===== config.mk =====
export PLATFORM = sky130hd
export DESIGN_NAME = prompt_capture
export DESIGN_NICKNAME = d
export VERILOG_FILES = /design/src/rtl/prompt_capture.sv
export SDC_FILE = /design/constraint.sdc
export NUM_CORES = 1
export LEC_CHECK = 0
export BUFFER_PORTS_ARGS = -buffer_cell sky130_fd_sc_hd__clkbuf_2
export CORE_MARGIN = 8
export CORE_UTILIZATION = 50
export CTS_CLUSTER_SIZE = 12
export DETAILED_ROUTE_END_ITERATION = 10
export HOLD_SLACK_MARGIN = 0.05
export MAX_ROUTING_LAYER = met4
export PLACE_DENSITY = 0.66
export SYNTH_ARGS = -nofsm -noshare
export SYNTH_HDL_FRONTEND = slang
export SYNTH_SLANG_ARGS = --single-unit

===== constraint.sdc =====
create_clock -name clk -period 5.8 [get_ports clk]
set_input_delay 0.87 -clock clk [delete_from_list [all_inputs] [get_ports clk]]
set_output_delay 0.87 -clock clk [all_outputs]
set_load 0.01 [all_outputs]

===== src/rtl/prompt_capture.sv =====
// prompt_capture: turns HID keycodes into an ASCII prompt line. The line can be
// edited with backspace. Enter streams the line to inference as a byte stream.
// After the last byte, execute pulses and editing waits for generate_complete.
// Optional build macro: UPPERCASE_SHIFT_EN makes shift (0xE1/0xE5 in any slot)
// produce upper-case letters.
//
// Handshake: a byte moves on every rising edge where ascii_valid && ascii_ready.
// Once ascii_valid is raised it stays high, and ascii_data stays stable, until
// that byte has been accepted. Valid is never withdrawn early.
module prompt_capture #(
  parameter int MAX_LEN = 64,
  parameter int LEN_W   = $clog2(MAX_LEN + 1)
) (
  input  logic             clk,
  input  logic             reset_rtl_0,
  input  logic [31:0]      keycode0_gpio,
  input  logic             ascii_ready,
  input  logic             generate_complete,
  output logic             ascii_valid,
  output logic [7:0]       ascii_data,
  output logic             execute,
  output logic [LEN_W-1:0] prompt_len,
  output logic             overflow,
  output logic [1:0]       state_o
);

  localparam int IDX_W = (MAX_LEN > 1) ? $clog2(MAX_LEN) : 1;
  localparam logic [LEN_W-1:0] FULL = LEN_W'(MAX_LEN);
  localparam logic [LEN_W-1:0] ONE  = LEN_W'(1);

  typedef enum logic [1:0] {
    EDIT     = 2'd0,
    STREAM   = 2'd1,
    WAIT_GEN = 2'd2
  } state_t;

  state_t           state;
  logic [7:0]       line_buf [MAX_LEN];
  logic [LEN_W-1:0] len;
  logic [LEN_W-1:0] rd_idx;
  logic [7:0]       prev_key;
  logic [7:0]       cur;
  logic [7:0]       ch;
  logic             shift;
  logic             press;
  logic             printable;
  logic             is_enter;
  logic             is_bksp;
  logic             wr_en;
  logic             last;

  assign cur = keycode0_gpio[7:0];

`ifdef UPPERCASE_SHIFT_EN
  // Shift is held when any of the four report slots carries a shift usage code.
  always_comb begin
    shift = 1'b0;
    for (int i = 0; i < 4; i++) begin
      if (keycode0_gpio[8*i +: 8] == 8'hE1 || keycode0_gpio[8*i +: 8] == 8'hE5) begin
        shift = 1'b1;
      end
    end
  end
  // Shift codes in slot0 are modifiers, never key presses.
  assign press = (cur != 8'h00) && (cur != prev_key) && (cur != 8'hE1) && (cur != 8'hE5);
`else
  logic unused_slots;
  assign unused_slots = ^keycode0_gpio[31:8];
  assign shift = 1'b0;
  assign press = (cur != 8'h00) && (cur != prev_key);
`endif

  // Keycode to ASCII translation. Unlisted codes are not printable.
  always_comb begin
    printable = 1'b0;
    ch        = 8'h00;
    if (cur >= 8'h04 && cur <= 8'h1D) begin
      printable = 1'b1;
      ch        = (shift ? 8'h41 : 8'h61) + (cur - 8'h04);
    end else if (cur >= 8'h1E && cur <= 8'h26) begin
      printable = 1'b1;
      ch        = 8'h31 + (cur - 8'h1E);
    end else if (cur == 8'h27) begin
      printable = 1'b1;
      ch        = 8'h30;
    end else if (cur == 8'h2C) begin
      printable = 1'b1;
      ch        = 8'h20;
    end else if (cur == 8'h36) begin
      printable = 1'b1;
      ch        = 8'h2C;
    end else if (cur == 8'h37) begin
      printable = 1'b1;
      ch        = 8'h2E;
    end
  end

  assign is_enter = press && (cur == 8'h28);
  assign is_bksp  = press && (cur == 8'h2A);
  assign wr_en    = (state == EDIT) && press && printable && (len != FULL);
  assign last     = (rd_idx == len - ONE);

  // Line storage: contents past len are meaningless, so no reset is needed.
  always_ff @(posedge clk) begin
    if (wr_en) begin
      line_buf[len[IDX_W-1:0]] <= ch;
    end
  end

  // Main control: edit the line, stream it out, then wait for inference.
  always_ff @(posedge clk or negedge reset_rtl_0) begin
    if (!reset_rtl_0) begin
      state       <= EDIT;
      len         <= '0;
      rd_idx      <= '0;
      prev_key    <= 8'h00;
      ascii_valid <= 1'b0;
      execute     <= 1'b0;
      overflow    <= 1'b0;
    end else begin
      prev_key <= cur;
      execute  <= 1'b0;
      case (state)
        EDIT: begin
          if (press && printable) begin
            if (len != FULL) begin
              len <= len + ONE;
            end else begin
              overflow <= 1'b1;
            end
          end else if (is_bksp) begin
            if (len != '0) begin
              len <= len - ONE;
            end
          end else if (is_enter && (len != '0)) begin
            rd_idx      <= '0;
            ascii_valid <= 1'b1;
            state       <= STREAM;
          end
        end
        STREAM: begin
          if (ascii_valid && ascii_ready) begin
            if (last) begin
              ascii_valid <= 1'b0;
              execute     <= 1'b1;
              state       <= WAIT_GEN;
            end else begin
              rd_idx <= rd_idx + ONE;
            end
          end
        end
        WAIT_GEN: begin
          // The execute cycle itself is skipped; sampling starts right after.
          if (generate_complete && !execute) begin
            len      <= '0;
            overflow <= 1'b0;
            rd_idx   <= '0;
            state    <= EDIT;
          end
        end
        default: begin
          ascii_valid <= 1'b0;
          rd_idx      <= '0;
          state       <= EDIT;
        end
      endcase
    end
  end

  assign ascii_data = ascii_valid ? line_buf[rd_idx[IDX_W-1:0]] : 8'h00;
  assign prompt_len = len;
  assign state_o    = state;

endmodule


* Word level (Yosys, flattened, before mapping) *
Memory sizes are Yosys's and may differ from the RTL's.
Cells that the tools add are included.

word-level totals
  register bits after elaboration = 27
  word-level logic and storage cells = 112
  output and inout port bits = 20
  bits in writable memories = 512
  memories = 1
  input bits = 36

cells by class
  reduce and logical (&&, ||, !) cells = 22
  add/subtract/negate cells = 7
  $lt $le $gt $ge = 4
  bitwise gates (word level) = 1
  muxes and demuxes = 47
  equality and inequality tests = 23

memories
  name      words  width  read ports  clocked after memory_dff  wr ports  line  text
  line_buf  64     8      1           0                         1         38    logic [7:0] line_buf [MAX_LEN];

operators by type and width
  cell                   number
  $mux W7                10
  $eq A8 B6 Y1 const B   6
  $mux W6                4
  $mux W8                3
  $pmux W7 S3            1
  $mux W1                19
  $reduce_and A6 Y1      3
  $add A7 B1 Y7 const B  2
  $ne A2 B2 Y1 const B   7
  $pmux W7 S2            1
  $logic_and A1 B1 Y1    12
  $mux W2                6
  $add A6 B8 Y8 const A  1
  $add A7 B8 Y8 const A  1
  $ge A8 B3 Y1 const B   1
  $ge A8 B5 Y1 const B   1
  $le A8 B5 Y1 const B   1
  $le A8 B6 Y1 const B   1
  $ne A8 B8 Y1           1
  $reduce_bool A8 Y1     1
  $sub A8 B3 Y8 const B  1
  $sub A8 B5 Y8 const B  1
  $eq A7 B7 Y1           1
  $ne A7 B7 Y1 const B   1
  other kinds (17)       18

* Logic depth before layout (Yosys ltp) *
Gate-level depths: netlist (run 1).

  word-level depth = 11
  mapped depth = 11
  mapped depth without buffers = 9

* Worst setup path before layout (run 1) *
Ideal clock, no wire load.

  kind = input-to-reg
  from = in keycode0_gpio[0]
  to = mem line_buf[0][2] (data pin)
  arrival = 5.547 ns
  cell stages on the path = 8
  path buffers = 1
  setup time = 0.703 ns
  required time = 5.097 ns
  slack = -0.450 ns
  cell sequence = inv_1 > ha_1 > nor2_1 > a21oi_1 > and2_1 > clkbuf_1 > a221oi_1 > o21ai_0

on the way
  longest elaborated chain between the ends = 7
  elaborated cells on any way between the ends = 20
  classes of those cells = add/sub (4); order compare (4); eq/ne (4); mux (6); reduce/logical (2)

ends and longest elaborated chain
  item                                                   line  text
  start, declared                                        16    input logic [31:0] keycode0_gpio,
  branches (longest 6 deep; another with $sub A8 B5 Y8)  n/a
  $mux W8 (*)                                            77    if (cur >= 8'h04 && cur <= 8'h1D) begin
  net ch[2]                                              43    logic [7:0] ch;
  end, declared                                          38

Mark *: on every way through the listed nets, which the timed path passes.

* Final worst setup path (run 1) *
  from = reg rd_idx[0]
  to = out ascii_data[3]

on the way
  longest elaborated chain between the ends = 2

ends and longest elaborated chain
  item                    line  text
  start, declared         40    logic [LEN_W-1:0] rd_idx;
  start signal, assigned  148   rd_idx <= rd_idx + ONE;
  $mem_v2 Z64 W8          n/a
  $mux W8                 170   assign ascii_data = ascii_valid ? line_buf[rd_idx[IDX_W-1:0]] : 8'h00;
  end, declared           20    output logic [7:0] ascii_data,

No other way between the ends.

==> results of run 1 <==
[Yosys cell counts (3+ instances only)]
cell type    n  area [sq um]
mux2_2       4          45.0
o21ai_0     12          60.1
nand4_1      8          50.1
nor2b_1      5          31.3
inv_1       13          48.8
nand2b_1     3          18.8
buf_2       17          85.1
dfrtp_1     27           676
buf_4        5          37.5
a211oi_1     7          52.6
o31ai_1      7          52.6
mux2i_1      4          40.0
nand3_1     18          90.1
or3_1        3          18.8
edfxtp_1   512         15400
a21oi_1     13          65.1
buf_1        5          18.8
mux4_2     168          3780
nor3_1       7          35.0
and2_1      13          81.3
and3_1       5          31.3
o2bb2ai_1    3          26.3
ha_1         9           113
nor3b_1      3          22.5
xnor2_1     10          87.6
xor2_1       4          35.0
or4_1        3          22.5
nor2_1      84           315
nand2_1     21          78.8
clkbuf_1    29           109
[placed cells by master, fill, tap and decap left out, types with 8 or more instances in the layout]
master / Yosys / final
nand3_1: 18 / 18
clkbuf_16: 0 / 57
a21oi_1: 13 / 12
and2_1: 13 / 12
clkbuf_1: 29 / 21
nand4_1: 8 / 8
nor2_1: 84 / 83
mux4_2: 168 / 168
ha_1: 9 / 9
buf_4: 5 / 19
clkbuf_2: 0 / 31
xnor2_1: 10 / 10
dfrtp_1: 27 / 23
conb_1: 1 / 64
edfxtp_1: 512 / 512
o21ai_0: 12 / 11
inv_1: 13 / 13
nand2_1: 21 / 20
[cells by family (layout without fill, tap and decap cells)]
logic type / after synthesis / in the layout / synth area share
flops: 539 / 539 / 0.735
simple gates: 181 / 181 / 0.0398
mux: 177 / 177 / 0.178
buf+inv: 71 / 160 / 0.0144
compound gates: 67 / 67 / 0.0211
xor+xnor: 15 / 15 / 0.00665
fa+ha+maj: 9 / 9 / 0.00516
other cells: 1 / 64 / 0.000172
[power by group through the flow]
stage	Sequential [mW]	Combinational, mW	Clock (mW)
6_report	4.43	0.752	3.25
5_1_grt	4.44	0.803	3.45
4_1_cts	4.43	0.755	3.31
3_5_place_dp	4.51	0.752	0
3_3_place_gp	4.50	0.744	0
2_1_floorplan	4.43	0.522	0
[registers in the layout, summed over array words and instances (netlist names)]
signal	count
overflow	1
prev_key	8
execute	1
rd_idx	7
line_buf	512
ascii_valid	1
state_o	2
prompt_len	7
[layer usage]
layer  up-vias  global-route usage  wire [um]
met3        67              0.0320       3210
met4         0              0.0523        971
met2       399               0.298      22900
met1      5609               0.275      20500
li1       4564                   -          -
met5         -                   -          0
[critical path, cell delays in order (launching register included)]
cell	delay (ns)
dfrtp_4	0.98
buf_4	0.42
mux4_2	0.58
mux4_2	0.54
mux4_2	0.46
and2_1	0.26
clkbuf_2	0.16
[per-stage QoR]
stage / setup slack [ns] / cell area, sq um
finish: 0.927 / 24600
global route: 0.759 / 24600
CTS: 0.828 / 24600
detailed placement: 1.47 / 22900
global placement: 1.47 / 22900
floorplan: 0.644 / 22100
[worst max-delay path by stage]
stage	startpoint	endpoint	slack [ns]	cells past startpoint
after detailed placement	rd_idx[0]$_DFFE_PN0P_	ascii_data[3]	1.47	6
after global routing	rd_idx[0]$_DFFE_PN0P_	ascii_data[2]	0.76	6
after floorplan	keycode0_gpio[0]	line_buf[0][2]$_DFFE_PP_	0.64	8
after global placement	rd_idx[0]$_DFFE_PN0P_	ascii_data[2]	1.47	6
after CTS	rd_idx[0]$_DFFE_PN0P_	ascii_data[3]	0.83	6
final	rd_idx[0]$_DFFE_PN0P_	ascii_data[3]	0.93	6
[layout make-up]
class	instances	area [sq um]
Fill cell	3213	18500
Timing Repair Buffer	52	338
Tap cell	585	732
Multi-Input combinational cell	513	5740
Inverter	14	52.6
Clock buffer	80	1530
Sequential cell	539	16100
Clock inverter	14	92.6
==> results summary, run 1 <==
After clock tree synthesis, the clock-pin slew on the worst setup and hold paths is around 0.060 ns. The remaining design rule violation count came out at 0. The power dissipated by switching net loads came out at 1.98 mW.

The worst slack on hold paths is about 0.32 ns. The cell count after synthesis came out at between 1000 and 1500. Derived from the worst setup path, the maximum achievable clock frequency is 0.205 GHz. The number of resized instances in the post-cts repair step is 0. The endpoint required time on the critical path is 4.93 ns. The average vias per placed instance is 5.92. The violation count after the first detailed-route iteration is 1205.

Summing over every cut layer, the via total after detailed routing is ~11000. The chip height is 225 um. The chip width came out at around 220 um. The net count of the finished layout came out at between 1000 and 1500. Entering global routing, the biggest net connects 70 pins. Once the clock tree was built, the setup fixing pass inserted 0 buffers. For this configuration, the core starts out at a cell density of 0.507. The H-tree depth is 2.

The power density normalized to cell area came out at 343 mW/mm^2. In this run the critical register-to-register path is captured at rd_idx[3]$_DFFE_PN0P_. The final cycle utilization of the critical path is 0.840. The total die area is ~0.051 sq mm. The distinct cell type count after synthesis is 60. The aggregate negative setup slack is 0 ns.

The critical path data arrival time is around 4 ns. The average cell area after synthesis came out at 20.6 sq um. The repair_antennas step left the layout with diodes totalling 0. The number of nets with antenna violations after routing came out at 0. The sum of overflow across all layers after global routing is 0. The transition at the pin with the smallest max-transition slack came out at 1.22 ns.

STA classifies the critical path endpoint as an output pin. The worst-case vdd ir drop came out at 0.206 mV. The cell sitting at the root of the clock tree is a clkbuf_16. The placeable core area is 0.0431 sq mm. The average wire per cell in the routed design came out at 26.4 um. The share of power burned in the clock network is 0.386. The worst register-to-register path begins at prompt_len[1]$_DFFE_PN0P_.

The number of placed instances, taps included, is 1703. The total of warnings raised by yosys came out at 0. The flop and latch count out of synthesis is 539. The final core utilization is 0.570. The number of hold violations in the final report is 0. The max-cap violation count came out at 0. Hold repair after CTS inserted 0 buffers.

Setup violations remaining at the end of the flow were counted as 0. The part of the Yosys area used for sequential elements is 0.735. The via count of the first global-routing pass is 10600. Routability-driven placement finished with a final weighted congestion of 0.860. The max-slew violation total from the final report is 0. In this run the tool buffered the top-level ports with 31 buffer cells. The number of antenna violations at the first check in global routing came out at 1. The design draws 8.43 mW. The run finished with clean final reports. The proportion of synthesized flip-flops having asynchronous set or reset came out at 0.0501. The layout cell share with drive strength beyond 1 came out at 0.251. The path class of the tightest hold or removal check is input pin to asynchronous set/reset pin. The first-pass GRT wire length is 70.5 mm. The number of rows created at floorplan came out at between 70 and 80.

The number of CTS-inserted buffers is 55. The internal power summed over all cells came out at 6.46 mW. Along the worst path, the maximum fanout reaches 37. Of the total power, combinational logic draws 0.089.

The clock sink total came out at 539. The worst clock skew is 0.0109 ns. In the global route stage, overall resource usage came out at 0.196. The number of cells on the worst reg-to-reg path is 7. The share of total power dissipated in sequential elements is 0.525.

Detailed placement finished with a half-perimeter wire length of 28.9 mm. The clock reaches the later pin of the worst-skew pair after 0.59 ns. The total wire length came out at around 48 mm. The static leakage power is around 7.7 nW. STA classifies the critical path startpoint as a flop. The max-slew headroom at the worst pin is 0.189. The count of placed standard cells in the final layout, fillers left out came out at around 1800. The switching part of the total is 0.234. The critical path is of the flop to output pin type. The cell area after technology mapping came out at 0.0218 sq mm. The setup slack of the most critical reg-to-reg path came out at 2.23 ns. The most frequently used flop master after synthesis is edfxtp_1. The layout overhead on the synthesized area came out at 12.4%. The worst path in the final design needs a cycle of 4.87 ns, including I/O delays and setup. TritonCTS built the clock tree. The I/O pin count is 56. The maximum buffer depth of the clock tree came out at 3. Setup repair after global routing left no endpoint under its margin. The number of enable-type register cells in the synthesized netlist came out at between 500 and 600.

The first TritonRoute pass finished after 5 iterations.
Note: power is estimated with default switching activity, not from simulation.
==> run 2: changes to the inputs <==
--- a/config.mk
+++ b/config.mk
@@ -5,6 +5,7 @@
 export SDC_FILE = /design/constraint.sdc
 export NUM_CORES = 1
 export LEC_CHECK = 0
+export ABC_AREA = 1
 export BUFFER_PORTS_ARGS = -buffer_cell sky130_fd_sc_hd__clkbuf_2
 export CORE_MARGIN = 8
 export CORE_UTILIZATION = 50
@@ -12,7 +13,7 @@
 export DETAILED_ROUTE_END_ITERATION = 10
 export HOLD_SLACK_MARGIN = 0.05
 export MAX_ROUTING_LAYER = met4
-export PLACE_DENSITY = 0.66
+export PLACE_DENSITY = 0.69
 export SYNTH_ARGS = -nofsm -noshare
 export SYNTH_HDL_FRONTEND = slang
 export SYNTH_SLANG_ARGS = --single-unit
==> constraint.sdc (replaced) <==
create_clock -name clk -period 4.1 [get_ports clk]
set_input_delay 0.615 -clock clk [delete_from_list [all_inputs] [get_ports clk]]
set_output_delay 0.615 -clock clk [all_outputs]
set_load 0.01 [all_outputs]
==> run 2 against run 1 <==
Effect of this change: global-route usage is 1.2 points higher; non-clock buffer count is 75 higher; clock skew is 0.0054 ns higher; largest cell class unchanged.
==> results summary, run 2 <==
The internal power summed over all cells was 10.0 mW (+55%). The flop and latch count out of synthesis is 539 (unchanged). The cell count after synthesis is 1979 (+87%).

The max-slew violation total from the final report came out at 0 (unchanged). The part of the total power dissipated in sequential elements came out at 0.417 (-0.108). The power dissipated by switching net loads came to 5.21 mW (+160%). The cell area after placement is 0.0243 sq mm (+6.0%). The switching part of the total came out at 0.342 (+0.107). The layout overhead on the synthesized area came out at 14.2%. The design area is 0.0259 sq mm (+5.6%). The leading cell type by number of instances after synthesis is edfxtp_1.

The clock sink total is 539 (unchanged). The total power draw is 15.2 mW (+81%). The worst setup path is launched from a flop. The I/O pin count came to 56 (unchanged). The total of warnings raised by yosys was 0 (unchanged).

The commonest cells after synthesis are edfxtp_1 (512), nor2_1 (428), o21ai_0 (275). The max-cap violation count came out at 0 (unchanged). The transition at the pin with the smallest max-transition slack came to 0.841 ns (-0.374 ns). The clock latency at the later pin of the worst-skew pair came out at 0.57 ns (-0.02 ns).

The distinct cell type count after synthesis is 38 (-37%). The number of antenna violations at the first check in global routing came out at 1 (unchanged). The placeable core area is 0.0451 sq mm (+4.7%). The part of the power in combinational logic was 0.285 (+0.196). The number of nets with antenna violations after routing is 0 (unchanged). The cell sitting at the root of the clock tree is a clkbuf_16. The chip width is 229 um (+1.8%).

The sum of overflow across all layers after global routing came out at 0 (unchanged). The max-slew headroom at the worst pin is 0.438 (+0.249). The layout cell share with drive strength beyond 1 came out at 0.0993 (-0.152). The dominant cell type by area after synthesis is edfxtp_1. The part of the Yosys area used for sequential elements is 0.707 (-0.0277).

The static leakage power is 9.24 nW (+20%). The most common library cell in the layout ignoring fill and taps is edfxtp_1. The post-place setup slack came to 0.606 ns (-0.868 ns). The met3 track utilization from global routing is 0.0358 (+0.00384).

The run finished with clean final reports. The count of placed standard cells in the final layout, fillers left out came out at 2747 (+53%). The initial core utilization is 0.503 (-0.00364).

The worst clock skew came to 0.0163 ns (+0.00542 ns). The worst slack on hold paths came to 0.117 ns (-0.203 ns). The most frequently used flop master after synthesis is edfxtp_1. The path class of the tightest hold or removal check is input pin to asynchronous set/reset pin. Subtracting the final worst setup slack from the clock period gives 3.91 ns. The weighted congestion reported at the end of routability-driven placement was 0.950 (+10%). In the finished design, the share of the clock period the worst path needs comes to 0.953. The area share of the largest cell type after synthesis is 0.678 (-0.0266). The average vias per placed instance was 5.64 (-4.7%).

The met1 usage was 0.275 (about the same). The average cell area after synthesis is 11.5 sq um (-44%). The total setup violations reported at the end of the flow came out at 0 (unchanged).

The flip-flop count of the largest register, all copies and words added is 512 (unchanged). In the layout the commonest cells are edfxtp_1 (512), nor2_1 (426), o21ai_0 (275). The number of CTS-inserted buffers is 54 (-1.8%). The clock tree from TritonCTS is done. The net count of the finished layout came out at 2163 (+77%). The chip height is 229 um (+1.8%). The final core utilization came out at 0.575 (+0.00484). The number of optimization iterations in the first detailed-route pass came out at 5 (unchanged). The placed wire-length estimate came out at 33.0 mm (+14%). The remaining design rule violation count came out at 0 (unchanged). By startpoint and endpoint, the worst setup path is classified as flop to output pin. The quantity of I/O buffers inserted on ports is 31 (unchanged). The total wire length is 54.9 mm (+16%). The slack of the critical path is 0.193 ns (-0.734 ns). The violation count after the first detailed-route iteration is 1563 (+30%). The worst-case vdd ir drop is 0.501 mV (+140%).

The clock-pin transition on the worst setup and hold timing paths is 0.06 ns (about the same). The via count of the first global-routing pass was 14400 (+36%). The highest net fanout along the worst path came out at 38 (+2.7%).

The maximum number of pins on one net before global-route repair was 102 (+46%). The met2 usage in global routing came out at 0.328 (+0.0300). The aggregate negative setup slack came to 0 ns (unchanged).

The number of rows created at floorplan came out at 78 (+2.6%). The H-tree depth came out at 2 (unchanged). The critical path data arrival time is 3.29 ns (-0.71 ns). The average wire per cell in the routed design came out at 20.0 um (-24%).

The power density normalized to cell area came out at 588 mW/mm^2 (+71%). The most congested layer reported by global routing is met2. The global-route usage over all layers is 0.207 (+0.0117). By area the synthesized netlist is led by edfxtp_1 (68%), nor2_1 (7.1%), o21ai_0 (6.1%). The cell area after technology mapping was 0.0227 sq mm (+3.9%).

The maximum buffer depth of the clock tree is 3 (unchanged). The number of enable-type register cells in the synthesized netlist is 512 (unchanged). The count of hold buffers inserted by post-cts repair came out at 0 (unchanged). The number of hold violations in the final report came out at 0 (unchanged).

The timing-limited maximum frequency is 0.256 GHz. The number of instances in the placed design is 2662 (+56%). The proportion of synthesized flip-flops having asynchronous set or reset came out at 0.0501 (unchanged). The first-pass GRT wire length came out at 82.6 mm (+17%).

The total die area came out at 0.0525 sq mm (+3.6%). The endpoint required time on the critical path is 3.48 ns (-1.45 ns). The via total after detailed routing came out at 15500 (+46%). The share of power burned in the clock network came out at 0.298 (-0.088).

Setup repair after global routing left no endpoint under its margin. The worst setup path is captured at an output pin.
==> run 2: cell count changes after synthesis, sizes merged, moves of 13 or more <==
cell	change
clkbuf	+47
o21ai	+263
o211ai	+66
inv	+60
mux4	-168
and2	-13
nand3	+88
nor2	+347
a21oi	+21
nand2	+215
o22ai	+39
==> run 2: final cells by class <==
type	instances	area (sq um)
diodes	1	2.50
clock buffers	74	1460
clock inverters	10	131
fillers	3659	19200
inverters	81	317
multi-input cells	1315	6200
flip-flops and latches	539	16100
well taps	600	751
repair buffers	127	996
==> run 2: worst paths after layout <==
check                                     startpoint                      end  slack (ns)  depth (start not counted)
setup / recovery               rd_idx[1]$_DFFE_PN0P_            ascii_data[5]        0.19                          8
max in group asynchronous                reset_rtl_0    rd_idx[0]$_DFFE_PN0P_        3.40                          1
hold / removal                           reset_rtl_0   state_o[1]$_DFFE_PN0P_        0.12                          1
hold reg to reg              ascii_valid$_DFFE_PN0P_  ascii_valid$_DFFE_PN0P_        0.51                          2
min in group clk                    keycode0_gpio[6]    prev_key[6]$_DFF_PN0_        0.20                          1
setup reg to reg           prompt_len[2]$_DFFE_PN0P_    rd_idx[1]$_DFFE_PN0P_        1.24                         11
==> run 2: critical path, cell delays in order, from the launching register on <==
cell      delay, ns
dfrtp_4        0.70
buf_4          0.45
o21ai_0        0.16
o211ai_1       0.29
nand3_1        0.17
nand3_1        0.20
nand3_1        0.15
a21oi_1        0.36
clkbuf_2       0.21
==> run 2: power groups by stage <==
stage | logic [mW] | registers [mW] | clock network (mW)
after floorplan | 2.85 | 6.32 | 0
after CTS | 4.28 | 6.34 | 4.62
final | 4.35 | 6.35 | 4.54
after global routing | 4.76 | 6.37 | 4.81
after detailed placement | 4.26 | 6.46 | 0
after global placement | 4.16 | 6.46 | 0
==> run 2: metal layers <==
layer  vias up  share of wire
met1      7494           0.41
li1       7245              -
met4         0          0.024
met2       664           0.48
met3       100          0.086
met5         -              0
==> run 2: logic make-up after synthesis <==
logic type / after synthesis / synth area share
buffers and inverters: 188 / 0.0326
flip-flops: 539 / 0.707
AND/OR/NAND/NOR: 794 / 0.142
other: 1 / 0.000165
multiplexers: 7 / 0.00309
XOR/XNOR: 11 / 0.00425
AO/OA/AOI/OAI: 430 / 0.106
adder cells (fa/ha/maj): 9 / 0.00496
==> run 2: timing repair <==
item                       CTS  global route
buffers inserted             0             0
setup endpoints to repair    0             7
gates resized for setup      0             5
